--- config.mk ---
export PLATFORM = sky130hd
export DESIGN_NAME = pfa_out_agu
export DESIGN_NICKNAME = d
export VERILOG_FILES = /design/src/rtl/pfa_out_agu.sv
export SDC_FILE = /design/constraint.sdc
export NUM_CORES = 1
export LEC_CHECK = 0
export ABC_AREA = 1
export BUFFER_PORTS_ARGS = -buffer_cell sky130_fd_sc_hd__buf_2
export CORE_MARGIN = 1.5
export CORE_UTILIZATION = 23
export DETAILED_ROUTE_END_ITERATION = 7
export GPL_ROUTABILITY_DRIVEN = 0
export PLACE_DENSITY_LB_ADDON = 0.2
export SLEW_MARGIN = 20
export SYNTH_ARGS = -nofsm -noshare
export SYNTH_HDL_FRONTEND = slang
export SYNTH_SLANG_ARGS = --single-unit
--- constraint.sdc ---
create_clock -name clk -period 5.71 [get_ports clk]
set_input_delay 0 -clock clk [delete_from_list [all_inputs] [get_ports clk]]
set_output_delay 0 -clock clk [all_outputs]
set_load 0.01 [all_outputs]
--- src/rtl/pfa_out_agu.sv ---
// pfa_out_agu: output-side address generator for the two-factor PFA FFT.
// Walks the linear output index k = 0..N-1 (N = M1*M2) in order, up to four
// lanes per beat, and gives each lane its CRT residues k mod M1 and k mod M2
// so that the bank memories can be read back in natural output order.
//
// Ports:
//   clk, rst_n      clock; asynchronous active-high reset
//   start           one-cycle pulse, starts a sequence when idle
//   M1, M2          PFA factors, sampled on an accepted start
//   lanes_m1        lanes per beat minus one (P = lanes_m1 + 1), sampled on start
//   out_ready       downstream accepts the current beat
//   out_valid       beat present
//   k_out           linear index of lane 0
//   k1_out_0..3     k mod M1 per lane
//   k2_out_0..3     k mod M2 per lane
//   lane_valid      per-lane valid (lane enabled and index below N)
//   busy            high while the sequence runs
//   done            one-cycle pulse at sequence end
module pfa_out_agu #(
  parameter int IDX_W = 8,
  parameter int K_W   = 16
) (
  input  logic             clk,
  input  logic             rst_n,
  input  logic             start,
  input  logic [IDX_W-1:0] M1,
  input  logic [IDX_W-1:0] M2,
  input  logic [1:0]       lanes_m1,
  input  logic             out_ready,
  output logic             out_valid,
  output logic [K_W-1:0]   k_out,
  output logic [IDX_W-1:0] k1_out_0,
  output logic [IDX_W-1:0] k1_out_1,
  output logic [IDX_W-1:0] k1_out_2,
  output logic [IDX_W-1:0] k1_out_3,
  output logic [IDX_W-1:0] k2_out_0,
  output logic [IDX_W-1:0] k2_out_1,
  output logic [IDX_W-1:0] k2_out_2,
  output logic [IDX_W-1:0] k2_out_3,
  output logic [3:0]       lane_valid,
  output logic             busy,
  output logic             done
);

  typedef enum logic [1:0] {IDLE, RUN, DONE} state_t;

  state_t           state, state_nxt;
  logic [IDX_W-1:0] m1_r, m2_r;
  logic [IDX_W-1:0] b1_r, b2_r;
  logic [K_W-1:0]   k_r, n_r;
  logic [1:0]       pm1_r;

  logic [IDX_W-1:0] r1 [4];
  logic [IDX_W-1:0] r2 [4];
  logic             run, xfer, last;
  logic [3:0]       lv;

  // Residue increment that wraps to zero when it reaches the modulus. The
  // extra bit keeps v+1 from aliasing when the modulus sits at the top of range.
  function automatic logic [IDX_W-1:0] wrap_inc(input logic [IDX_W-1:0] v,
                                                input logic [IDX_W-1:0] m);
    logic [IDX_W:0] s;
    s = {1'b0, v} + {{IDX_W{1'b0}}, 1'b1};
    return (s == {1'b0, m}) ? '0 : s[IDX_W-1:0];
  endfunction

  assign run  = (state == RUN);
  assign xfer = run && out_ready;

  // Chained residue incrementers: each lane is the previous lane plus one,
  // modulo the latched factor, so factors smaller than P stay correct.
  always_comb begin
    logic [IDX_W-1:0] t1, t2;
    t1 = b1_r;
    t2 = b2_r;
    r1[0] = t1;
    r2[0] = t2;
    for (int i = 1; i < 4; i++) begin
      t1 = wrap_inc(t1, m1_r);
      t2 = wrap_inc(t2, m2_r);
      r1[i] = t1;
      r2[i] = t2;
    end
  end

  // Index compares run one bit wider so k + P cannot overflow.
  always_comb begin
    last = (({1'b0, k_r} + (K_W+1)'(pm1_r) + (K_W+1)'(1)) >= {1'b0, n_r});
    lv   = '0;
    for (int i = 0; i < 4; i++) begin
      lv[i] = run && (2'(i) <= pm1_r) &&
              (({1'b0, k_r} + (K_W+1)'(i)) < {1'b0, n_r});
    end
  end

  // State register
  always_ff @(posedge clk or posedge rst_n) begin
    if (rst_n) state <= IDLE;
    else       state <= state_nxt;
  end

  // Next-state logic
  always_comb begin
    state_nxt = state;
    case (state)
      IDLE: if (start) state_nxt = ((M1 == '0) || (M2 == '0)) ? DONE : RUN;
      RUN:  if (xfer && last) state_nxt = DONE;
      DONE: state_nxt = IDLE;
      default: state_nxt = IDLE;
    endcase
  end

  // Sequence registers: latched on start, advanced by one beat per transfer.
  always_ff @(posedge clk or posedge rst_n) begin
    if (rst_n) begin
      m1_r  <= '0;
      m2_r  <= '0;
      pm1_r <= '0;
      n_r   <= '0;
      k_r   <= '0;
      b1_r  <= '0;
      b2_r  <= '0;
    end else if ((state == IDLE) && start) begin
      m1_r  <= M1;
      m2_r  <= M2;
      pm1_r <= lanes_m1;
      n_r   <= K_W'(M1) * K_W'(M2);
      k_r   <= '0;
      b1_r  <= '0;
      b2_r  <= '0;
    end else if (xfer) begin
      k_r  <= k_r + K_W'(pm1_r) + K_W'(1);
      b1_r <= wrap_inc(r1[pm1_r], m1_r);
      b2_r <= wrap_inc(r2[pm1_r], m2_r);
    end
  end

  // Outputs from registered state only; everything reads zero outside RUN.
  always_comb begin
    out_valid  = run;
    busy       = run;
    done       = (state == DONE);
    k_out      = run ? k_r : '0;
    lane_valid = lv;
    k1_out_0   = run                    ? r1[0] : '0;
    k1_out_1   = (run && (pm1_r >= 2'd1)) ? r1[1] : '0;
    k1_out_2   = (run && (pm1_r >= 2'd2)) ? r1[2] : '0;
    k1_out_3   = (run && (pm1_r == 2'd3)) ? r1[3] : '0;
    k2_out_0   = run                    ? r2[0] : '0;
    k2_out_1   = (run && (pm1_r >= 2'd1)) ? r2[1] : '0;
    k2_out_2   = (run && (pm1_r >= 2'd2)) ? r2[2] : '0;
    k2_out_3   = (run && (pm1_r == 2'd3)) ? r2[3] : '0;
  end

endmodule

### After elaboration in Yosys (flattened, before gate mapping)

Index checks and enable logic that the tools add are counted.

| word-level totals | value |
|---|---|
| bits in registers | 68 |
| word-level logic and storage cells | 103 |
| output and inout port bits | 87 |

| cells by class | value |
|---|---|
| $mul | 1 |
| reductions and logical operators | 20 |
| mux-type cells | 33 |
| bitwise logic cells | 1 |
| add/sub/neg operators | 15 |
| order comparisons | 12 |
| equality and inequality tests | 13 |

Operators by type and width:

| cell | number |
|---|---|
| $mux W8 | 24 |
| $add A8 B1 Y9 const B | 8 |
| $eq A9 B8 Y1 | 8 |
| $lt A17 B16 Y1 | 3 |
| $mux W16 | 3 |
| $add A16 B2 Y17 const B | 2 |
| $bmux W8 S2 | 2 |
| $add A16 B1 Y17 const B | 1 |
| $add A16 B2 Y17 | 1 |
| $add A17 B1 Y17 const B | 1 |
| $ge A17 B16 Y1 | 1 |
| $add A16 B1 Y16 const B | 1 |
| $add A16 B2 Y16 | 1 |
| $logic_not A8 Y1 | 2 |
| $lt A16 B16 Y1 | 1 |
| $mul A8 B8 Y16 | 1 |
| $logic_and A1 B1 Y1 | 14 |
| $mux W2 | 3 |
| $eq A2 B2 Y1 const B | 2 |
| $le A1 B2 Y1 const A | 2 |
| $le A2 B2 Y1 const A | 2 |
| $pmux W2 S2 | 1 |
| $ge A3 B3 Y1 const B | 1 |
| $not A2 Y3 | 1 |
| 9 further kinds | 9 |

### Logic depth before layout (Yosys ltp)

Gate-level depths: netlist of the first run.

| depth | value |
|---|---|
| depth in word-level cells | 17 |
| mapped depth | 47 |
| gate-level depth less buffers | 46 |

### Worst setup path before layout of the first run

OpenSTA, ideal clock, no wires.

| timing | value |
|---|---|
| path kind | register to register |
| start | register b1_r[0] |
| end | register b1_r[0] |
| setup slack | 1.262 ns |
| arrival | 4.331 ns |
| stages on the path, launching flop included | 42 |
| data required time | 5.593 ns |
| clock period less this slack | 4.448 ns |
| buffers on the path | 2 |
| path through | dfrtp_1 > ha_1 > nand2_1 > nand4_1 > nor2_1 > nand2_1 > nor2_1 > nand3_2 > buf_6 > nand3_2 > inv_1 > nand2_1 > nand2_1 > nand2_1 > nand2_1 > nand2_1 > nor2_2 > nand2_4 > (+6 left out) > nand2_1 > nand2_1 > nor2_1 > nand2_4 > nand2_1 > nand2_1 > nand3_1 > inv_1 > ha_1 > xor2_1 > a21oi_1 > nand3_1 > a21oi_1 > nand2_1 > nor2_2 > nand3_2 > nand2_1 > nand2_1 |

| between the ends | value |
|---|---|
| longest elaborated chain between the ends | 17 |

RTL lines:

| what | line | RTL |
|---|---|---|
| start, declared | 49 | `logic [IDX_W-1:0] b1_r, b2_r;` |
| start signal, assigned | 133 | `b1_r <= wrap_inc(r1[pm1_r], m1_r);` |
| $add A8 B1 Y9 | 63 | `s = {1'b0, v} + {{IDX_W{1'b0}}, 1'b1};` |
| $eq A9 B8 Y1 | 64 | `return (s == {1'b0, m}) ? '0 : s[IDX_W-1:0];` |
| $mux W8 | 64 |  |
| $add A8 B1 Y9 | 63 |  |
| $eq A9 B8 Y1 | 64 |  |
| $mux W8 | 64 |  |
| $add A8 B1 Y9 | 63 |  |
| $eq A9 B8 Y1 | 64 |  |
| $mux W8 | 64 |  |
| $bmux W8 S2 * | 133 |  |
| $mux W8 (not written as such) * (2 in series) | 133 |  |
| $add A8 B1 Y9 * | 63 |  |
| $eq A9 B8 Y1 | 64 |  |
| $mux W8 * | 64 |  |
| $mux W8 * | 131 | `end else if (xfer) begin` |
| $mux W8 * | 123 | `end else if ((state == IDLE) && start) begin` |

Mark *: on every way between the ends. The rest lies on a longest branch, timed or not. The select of a mux whose other input is x is not followed.
A chain may end at the register's enable or synchronous reset.

### Worst setup path in the final report of the first run

| timing | value |
|---|---|
| start | register b1_r[0] |
| end | register b1_r[5] |

The elaborated chain is that of the path after synthesis.

==> impl_metrics.csv, run 1 <==
group,metric,value,unit
worst_setup_path,crit_arrival,5350,ps
sta,final_hold_viol_count,0,
routing,drc,0,
final_layout,nNetsFinal,2047,
synth,yosysUniqueCellTypes,49,
worst_setup_path,cpPeakStageDelay,430,ps
global_route,grt_pass1_vias,11400,
clock_network,cts_root_buffer,"clkbuf_16",
power_and_ir_drop,seq_power_share,14.6,%
sta,relSlewSlack,36.7,%
floorplanning,dieArea,49500,sq um
power_and_ir_drop,power_density,489,nW/um^2
global_route,busiest_layer,"met2",
power_and_ir_drop,power.leakage,0.00740,uW
sta,period_minus_slack,5120,ps
sta,fin_tns_setup,0,ps
worst_setup_path,crit_path_end_kind,"register",
routing,wl_per_cell,16.8,microns
synth,synthArstFlopShare,100,%
routing,routed_wirelength,41700,microns
worst_setup_path,cp_slowest_cell,"dfrtp_2",
routing,vias,11600,
sta,finalMaxSlewViolations,0,
power_and_ir_drop,switchingPower,3740,uW
synth,ys_ff_latch,68,
place,port_buffers,108,
final_layout,syn2layout_area_growth,16.4,%
sta,max_freq,195,MHz
clock_network,clkLatencyLatePin,340,ps
clock_network,clk_pin_slew,60,ps
final_layout,nFillCells,5372,
synth,synth_top_flop_cell,"dfrtp_1",
clock_network,cts_tree,"done",
clock_network,cts.sinks,68,
sta,period_share,89.6,%
sta,rsz0062_at_grt,"no",
clock_network,cts_htree_levels,3,
synth,synth.net_count,1941,
sta,timing.hold.ws,30.1,ps
worst_setup_path,r2r_slack,590,ps
floorplanning,die_w,222,microns
power_and_ir_drop,p_sw_share,59.3,%
sta,finClkSkew,5.67,ps
sta,setup_violations,0,
worst_setup_path,worstPathRequired,5940,ps
power_and_ir_drop,internal_power,2560,uW
synth,synth_top_area_share,17.5,%
synth,synthesis.area_per_instance,6.29,sq um
floorplanning,initial_core_util,23.2,%
floorplanning,io_pins,109,
final_layout,multi_input_area,8140,sq um
final_layout,seqCellArea,1710,sq um
place,hpwlAfterDp,33000,microns
power_and_ir_drop,total_power,6300,uW
floorplanning,design.core.area,47600,sq um
global_route,track_usage,16.9,%
hold_path,hp-class,"in -> reg",
final_layout,drive_gt1_share,14.7,%
global_route,antenna_found_initial,9,
hold_path,hold_depth,3,
worst_setup_path,r2r-start,"b1_r[0]",
worst_setup_path,criticalPathCategory,"reg -> reg",
synth,synth.cell_area,11100,sq um
global_route,use_met3,2.26,%
global_route,grt_max_degree,69,
synth,synth_top_area_cell,"nand2_1",
synth,seq_area_frac_synth,15.4,%
routing,drt_iter0_drc,776,
synth,syn_inst,1760,
routing,drtPass1Iterations,5,
routing,ant_nets,0,
worst_setup_path,path_common_cell,"nand2_1",
global_route,grt_pass1_wl,65400,microns
power_and_ir_drop,ir_worst_vdd,0.182,mV
synth,synth_area_leaders,"nand2_1, dfrtp_1, ha_1",
synth,ys_warn_count,0,
floorplanning,row_count,80,
synth,synth-edff-count,0,
worst_setup_path,path_max_fanout,8,
hold_path,hold_path_end,"k_r[5]",
power_and_ir_drop,power_frac_comb,76.4,%
global_route,gr-usage-met2,28.6,%
floorplanning,die_h,222,microns
clock_network,cts_made_buffers,9,
sta,worstMarginPinSlew,950,ps
run_status,status,"completed",
worst_setup_path,r2r_cells,40,
worst_setup_path,r2r_end,"b1_r[5]",
worst_setup_path,critPathLaunchType,"register",
power_and_ir_drop,pwr-share-clk,9.0,%
global_route,grt.overflow.total,0,
hold_path,hp-start,"out_ready",
clock_network,cts_max_path_buffers,2,
global_route,use_met1,22.8,%
routing,vias_per_cell,4.64,
job,drv_cap,0,
## repair_timing
action,in CTS,in global routing
gates resized for setup,0,38
setup endpoints to repair,0,16
hold buffers,4,0
hold endpoints to repair,15,0
setup buffers,0,10
## routing by layer
metal | routed length, microns | vias up | share of wire [%]
met5 | 50 | - | 0.12
met4 | 618 | 8 | 1.5
met3 | 1830 | 48 | 4.4
met2 | 19700 | 251 | 47
met1 | 19600 | 5479 | 47
li1 | - | 5768 | -
## critical path: cells and delay by family, from the launching register on
family / cells / cell delay [ps]
AO/OA/AOI/OAI: 3 / 330
XOR/XNOR: 1 / 150
adder cells (fa/ha/maj): 1 / 320
buffers and inverters: 4 / 560
flip-flops: 1 / 430
AND/OR/NAND/NOR: 31 / 3200
## cell type report
type / count / area share, %
Antenna cell: 5 / 0.0970
Clock buffer: 9 / 1.75
Sequential cell: 68 / 13.2
Tap cell: 615 / 5.97
Inverter: 306 / 8.93
Multi-Input combinational cell: 1337 / 63.1
Timing Repair Buffer: 144 / 6.37
Clock inverter: 6 / 0.514
## cells in the final DEF (no fill, tap or decap), drive strengths merged, types with 2 or more instances in the layout
master / instances
nand2: 546
inv: 301
nor2: 212
nand3: 151
buf: 140
ha: 122
dfrtp: 68
xor2: 56
o21ai: 55
a21oi: 54
fa: 37
nand4: 25
o22ai: 20
clkbuf: 9
clkinv: 7
nor3: 6
a22oi: 6
diode: 5
o21bai: 5
a221oi: 5
xnor2: 5
nor4: 5
o221ai: 4
a2111oi: 4
dlygate4sd3: 4
o221a: 3
clkinvlp: 3
a211oi: 2
o31ai: 2
a21o: 2
## power by group through the flow
stage | combinational [uW] | sequential [uW] | clock, uW
finish | 4820 | 918 | 567
CTS | 4690 | 917 | 584
floorplan | 3350 | 782 | 0
global placement | 4660 | 929 | 0
global route | 5440 | 944 | 602
detailed placement | 4660 | 925 | 0
## sequential cells by signal, summed over array words and instances (netlist names)
name and count:
k_r 16, n_r 16, b1_r 8, b2_r 8
m1_r 8, m2_r 8, pm1_r 2, state 2
## Yosys cell counts (all sizes together), types with 6 or more instances
master and n:
nand2 545, nor2 212, fa 37, buf 10
ha 122, clkbuf 41, a22oi 6, xor2 56
a21oi 54, o22ai 20, nand3 150, dfrtp 68
nor3 6, nand4 25, inv 301, o21ai 55
## through the flow
step	area, sq um	instances	utilization, %	setup slack (ps)
final	12900	2490	27.1	593
after CTS	12700	2473	26.6	56.2
after floorplan	11100	1760	-	1260
after detailed placement	12300	2454	25.9	85.7
after global placement	12300	2454	25.9	135
after global routing	12900	2488	27.0	4.14
## worst max-delay path by stage
stage               startpoint  cells past startpoint       to
CTS                    b1_r[0]                     42  b1_r[5]
global placement       b1_r[0]                     42  b1_r[5]
floorplan              b1_r[0]                     41  b1_r[0]
finish                 b1_r[0]                     40  b1_r[5]
global route           b1_r[1]                     43  b1_r[5]
detailed placement     b1_r[0]                     42  b1_r[5]
## cells by family after synthesis
kind of cell,Yosys count,share of synthesized area (%)
compound gates,168,9.01
xor+xnor,62,5.03
fa+ha+maj,159,20.5
buf+inv,357,12.5
flops,68,15.4
simple gates,946,37.7
No activity file was read; power rests on OpenSTA's default activity.
==> run 2: changes to the inputs <==
--- a/config.mk
+++ b/config.mk
@@ -9,6 +9,7 @@
 export BUFFER_PORTS_ARGS = -buffer_cell sky130_fd_sc_hd__buf_2
 export CORE_MARGIN = 1.5
 export CORE_UTILIZATION = 23
+export CTS_BUF_LIST = sky130_fd_sc_hd__clkbuf_2
 export DETAILED_ROUTE_END_ITERATION = 7
 export GPL_ROUTABILITY_DRIVEN = 0
 export PLACE_DENSITY_LB_ADDON = 0.2
==> impl_metrics.csv, run 2 (same netlist as run 1, synthesis figures left out) <==
group,metric,value,unit
power_and_ir_drop,power_density,470,nW/um^2
clock_network,cts_tree,"done",
worst_setup_path,r2r_cells,39,
routing,routed_wirelength,41800,microns
global_route,grt.overflow.total,0,
floorplanning,die_w,222,microns
routing,drt_iter0_drc,733,
sta,worstMarginPinSlew,941,ps
run_status,status,"completed",
job,drv_cap,0,
clock_network,cts_root_buffer,"clkbuf_2",
clock_network,cts.sinks,68,
worst_setup_path,path_max_fanout,8,
worst_setup_path,crit_arrival,5650,ps
power_and_ir_drop,ir_worst_vdd,0.168,mV
floorplanning,row_count,80,
routing,drc,0,
routing,ant_nets,0,
sta,period_share,90.4,%
worst_setup_path,critPathLaunchType,"register",
sta,relSlewSlack,37.2,%
clock_network,cts_max_path_buffers,2,
clock_network,clk_pin_slew,260,ps
worst_setup_path,r2r_end,"b1_r[5]",
clock_network,cts_htree_levels,3,
worst_setup_path,criticalPathCategory,"reg -> reg",
floorplanning,dieArea,49500,sq um
final_layout,postLayoutCoreUtil,27.1,%
place,placed_area,12300,sq um
place,port_buffers,108,
floorplanning,io_pins,109,
final_layout,nNetsFinal,2066,
final_layout,reg_top3,"k_r x16, n_r x16",
worst_setup_path,crit_family,"simple AND/OR/NAND/NOR gates",
sta,finalMaxSlewViolations,0,
routing,vias_per_cell,4.64,
power_and_ir_drop,power.leakage,0.00740,uW
final_layout,syn2layout_area_growth,16.8,%
global_route,grt_pass1_vias,11500,
final_layout,final_cell_mix,"nand2_1, inv_1, nor2_1",
worst_setup_path,r2r-start,"b1_r[1]",
floorplanning,design.core.area,47600,sq um
floorplanning,die_h,222,microns
global_route,grt_max_degree,69,
floorplanning,initial_core_util,23.2,%
hold_path,hp-class,"in -> async",
global_route,antenna_found_initial,1,
global_route,grt_pass1_wl,65500,microns
sta,rsz0062_at_grt,"no",
sta,setup_violations,0,
routing,wl_per_cell,16.7,microns
place,hpwlAfterDp,33000,microns
worst_setup_path,path_common_cell,"nand2_1",
global_route,track_usage,16.8,%
worst_setup_path,crit_path_end_kind,"register",
sta,period_minus_slack,5160,ps
sta,finClkSkew,41.5,ps
power_and_ir_drop,total_power,6080,uW
worst_setup_path,r2r_slack,550,ps
sta,timing.hold.ws,231,ps
final_layout,final_common_cell,"nand2_1",
clock_network,cts_made_buffers,9,
sta,fin_tns_setup,0,ps
final_layout,drive_gt1_share,15.2,%
worst_setup_path,cpPeakStageDelay,470,ps
worst_setup_path,cp_slowest_cell,"dfrtp_2",
routing,drtPass1Iterations,5,
worst_setup_path,worstPathRequired,6200,ps
routing,vias,11600,
final_layout,final_area,12900,sq um
clock_network,clkLatencyLatePin,580,ps
worst_setup_path,crit_buf_inv,2,
sta,final_hold_viol_count,0,
sta,max_freq,194,MHz
-- run 2: layout make-up --
class                           count  area, sq um
Multi-Input combinational cell   1337         8180
Clock inverter                      6         66.3
Sequential cell                    68         1710
Fill cell                        5399        34700
Timing Repair Buffer              163         1010
Tap cell                          615          769
Inverter                          306         1150
Clock buffer                        9         45.0
Antenna cell                        1         2.50
-- run 2: where the power goes --
group | internal, uW | switching [uW] | total, uW
Clock | 97.7 | 207 | 304
Sequential | 655 | 261 | 915
Combinational | 1600 | 3260 | 4860
Total | 2350 | 3730 | 6080
-- run 2: per-stage QoR --
| step | instances | setup WS (ps) |
|---|---|---|
| floorplan | 1760 | 1260 |
| finish | 2505 | 550 |
| CTS | 2491 | 37.9 |
| global placement | 2454 | 135 |
| detailed placement | 2454 | 85.7 |
| global route | 2505 | 6.30 |
-- run 2: tightest hold or removal path: cells and delay by family --
family | cells | cell delay (ps)
buf+inv | 4 | 1400
-- run 2: what timing repair did --
item,in CTS,in global routing
resized for setup,0,51
hold buffers,22,0
endpoints found under the hold margin,95,0
buffers inserted,0,11
endpoints found under the setup margin,0,16
-- run 2: worst max path at each step --
| stage | start | end | slack (ps) | depth (start not counted) |
|---|---|---|---|---|
| CTS | b1_r[0] | b1_r[5] | 40 | 42 |
| global route | b1_r[1] | b1_r[5] | 6 | 41 |
| global placement | b1_r[0] | b1_r[5] | 130 | 42 |
| finish | b1_r[1] | b1_r[5] | 550 | 39 |
| floorplan | b1_r[0] | b1_r[0] | 1260 | 41 |
| detailed placement | b1_r[0] | b1_r[5] | 90 | 42 |
-- run 2: layer usage --
metal	part of all wire, %	vias to the layer above	GRT usage [%]
li1	-	5798	-
met1	48	5525	23.1
met2	47	257	28.6
met3	3.7	42	1.65
met4	1.6	0	3.27
met5	0	-	0
==> run 3: changes to the inputs <==
==> constraint.sdc (replaced) <==
create_clock -name clk -period 5.71 [get_ports clk]
set_input_delay 0.2855 -clock clk [delete_from_list [all_inputs] [get_ports clk]]
set_output_delay 0.2855 -clock clk [all_outputs]
set_load 0.01 [all_outputs]
==> impl_metrics.csv, run 3 (same netlist as run 1, synthesis figures left out) <==
group,metric,value,unit
run_status,status,"completed",
final_layout,final_common_cell,"nand2_1",
routing,wl_per_cell,16.8,microns
power_and_ir_drop,power_density,483,nW/um^2
worst_setup_path,worstPathRequired,6210,ps
power_and_ir_drop,ir_worst_vdd,0.148,mV
worst_setup_path,crit_family,"simple AND/OR/NAND/NOR gates",
worst_setup_path,crit_cells,41,
clock_network,cts_made_buffers,9,
routing,drtPass1Iterations,5,
hold_path,hp-class,"in -> reg",
routing,drc,0,
clock_network,cts_htree_levels,3,
sta,finalMaxSlewViolations,0,
routing,drt_iter0_drc,727,
sta,period_minus_slack,5180,ps
floorplanning,dieArea,49500,sq um
job,drv_cap,0,
worst_setup_path,criticalPathCategory,"reg -> reg",
place,hpwlAfterDp,33100,microns
clock_network,cts_tree,"done",
final_layout,nFillCells,5409,
floorplanning,row_count,80,
routing,ant_nets,0,
global_route,grt_pass1_wl,65000,microns
global_route,grt_pass1_vias,11200,
floorplanning,initial_core_util,23.2,%
global_route,track_usage,16.8,%
clock_network,clkLatencyLatePin,580,ps
sta,max_freq,193,MHz
clock_network,cts.sinks,68,
place,port_buffers,108,
hold_path,hold_depth,3,
worst_setup_path,path_max_fanout,14,
worst_setup_path,crit_path_end_kind,"register",
power_and_ir_drop,power.leakage,0.00734,uW
sta,fin_tns_setup,0,ps
final_layout,syn2layout_area_growth,15.0,%
floorplanning,die_h,222,microns
final_layout,nNetsFinal,2045,
worst_setup_path,cpPeakStageDelay,480,ps
clock_network,cts_root_buffer,"clkbuf_2",
final_layout,final_cell_mix,"nand2_1, inv_1, nor2_1",
routing,vias_per_cell,4.65,
global_route,grt_max_degree,69,
worst_setup_path,cp_slowest_cell,"dfrtp_2",
place,dp_cells,2455,
sta,setup_violations,0,
clock_network,cts_max_path_buffers,2,
final_layout,drive_gt1_share,14.3,%
clock_network,clk_pin_slew,250,ps
floorplanning,die_w,222,microns
sta,worstMarginPinSlew,958,ps
worst_setup_path,path_common_cell,"nand2_1",
sta,final_hold_viol_count,0,
worst_setup_path,crit_buf_inv,3,
floorplanning,design.core.area,47600,sq um
worst_setup_path,critPathLaunchType,"register",
sta,period_share,90.8,%
sta,relSlewSlack,36.1,%
routing,routed_wirelength,41900,microns
sta,finClkSkew,31.2,ps
final_layout,reg_top3,"k_r x16, n_r x16",
worst_setup_path,r2r_cells,41,
global_route,antenna_found_initial,8,
floorplanning,io_pins,109,
routing,vias,11600,
worst_setup_path,crit_arrival,5680,ps
final_layout,fin_cells,2488,
global_route,grt.overflow.total,0,
-- run 3: per-layer routing --
| metal | GRT usage [%] | part of all wire (%) |
|---|---|---|
| met5 | 0 | 0.11 |
| met4 | 4.56 | 2.4 |
| met2 | 27.8 | 46 |
| met3 | 2.13 | 4.7 |
| met1 | 23.1 | 47 |
-- run 3: worst paths after layout --
path                          from      end  slack [ps]
setup reg to reg           b1_r[0]  b1_r[5]         530
setup / recovery           b1_r[0]  b1_r[5]         530
max in group asynchronous    rst_n  b1_r[3]        4540
hold reg to reg            n_r[14]  n_r[14]         510
hold / removal               M2[1]  m2_r[1]          60
min in group asynchronous    rst_n   k_r[8]         520
-- run 3: layout make-up --
| cell class | count | area, sq um | share of cell area (%) |
|---|---|---|---|
| diodes | 4 | 10.0 | 0.0786 |
| clock buffers | 10 | 50.0 | 0.393 |
| clock inverters | 6 | 111 | 0.874 |
| inverters | 306 | 1150 | 9.04 |
| multi-input cells | 1337 | 8120 | 63.8 |
| flip-flops and latches | 68 | 1710 | 13.4 |
| well taps | 615 | 769 | 6.04 |
| repair buffers | 142 | 813 | 6.39 |
-- run 3: metrics by stage --
stage               util [%]  instance area [sq um]  setup WS [ps]  total power, uW  hold slack (ps)
finish                  26.7                  12700            526             6150             57.2
global route            26.7                  12700          -28.0             6830             14.0
CTS                     26.4                  12600           60.8             6040             6.90
detailed placement      25.9                  12300            118             5600              472
global placement        25.9                  12300            131             5600              467
floorplan                  -                  11100           1080             4140              406
-- run 3: repair_timing --
item / in CTS / in global routing
gates resized for setup: 0 / 33
hold buffers: 7 / 0
buffers inserted: 0 / 4
endpoints found under the hold margin: 61 / 0
setup endpoints to repair: 0 / 23
-- run 3: where the power goes --
| part | switching (uW) | internal [uW] |
|---|---|---|
| registers | 263 | 653 |
| clock network | 211 | 191 |
| logic | 3260 | 1570 |
| total | 3740 | 2410 |
-- run 3: tightest hold or removal path, delay by kind of cell --
family	cells	cell delay, ps
AO/OA/AOI/OAI	1	70
AND/OR/NAND/NOR	1	90
buffers and inverters	1	180
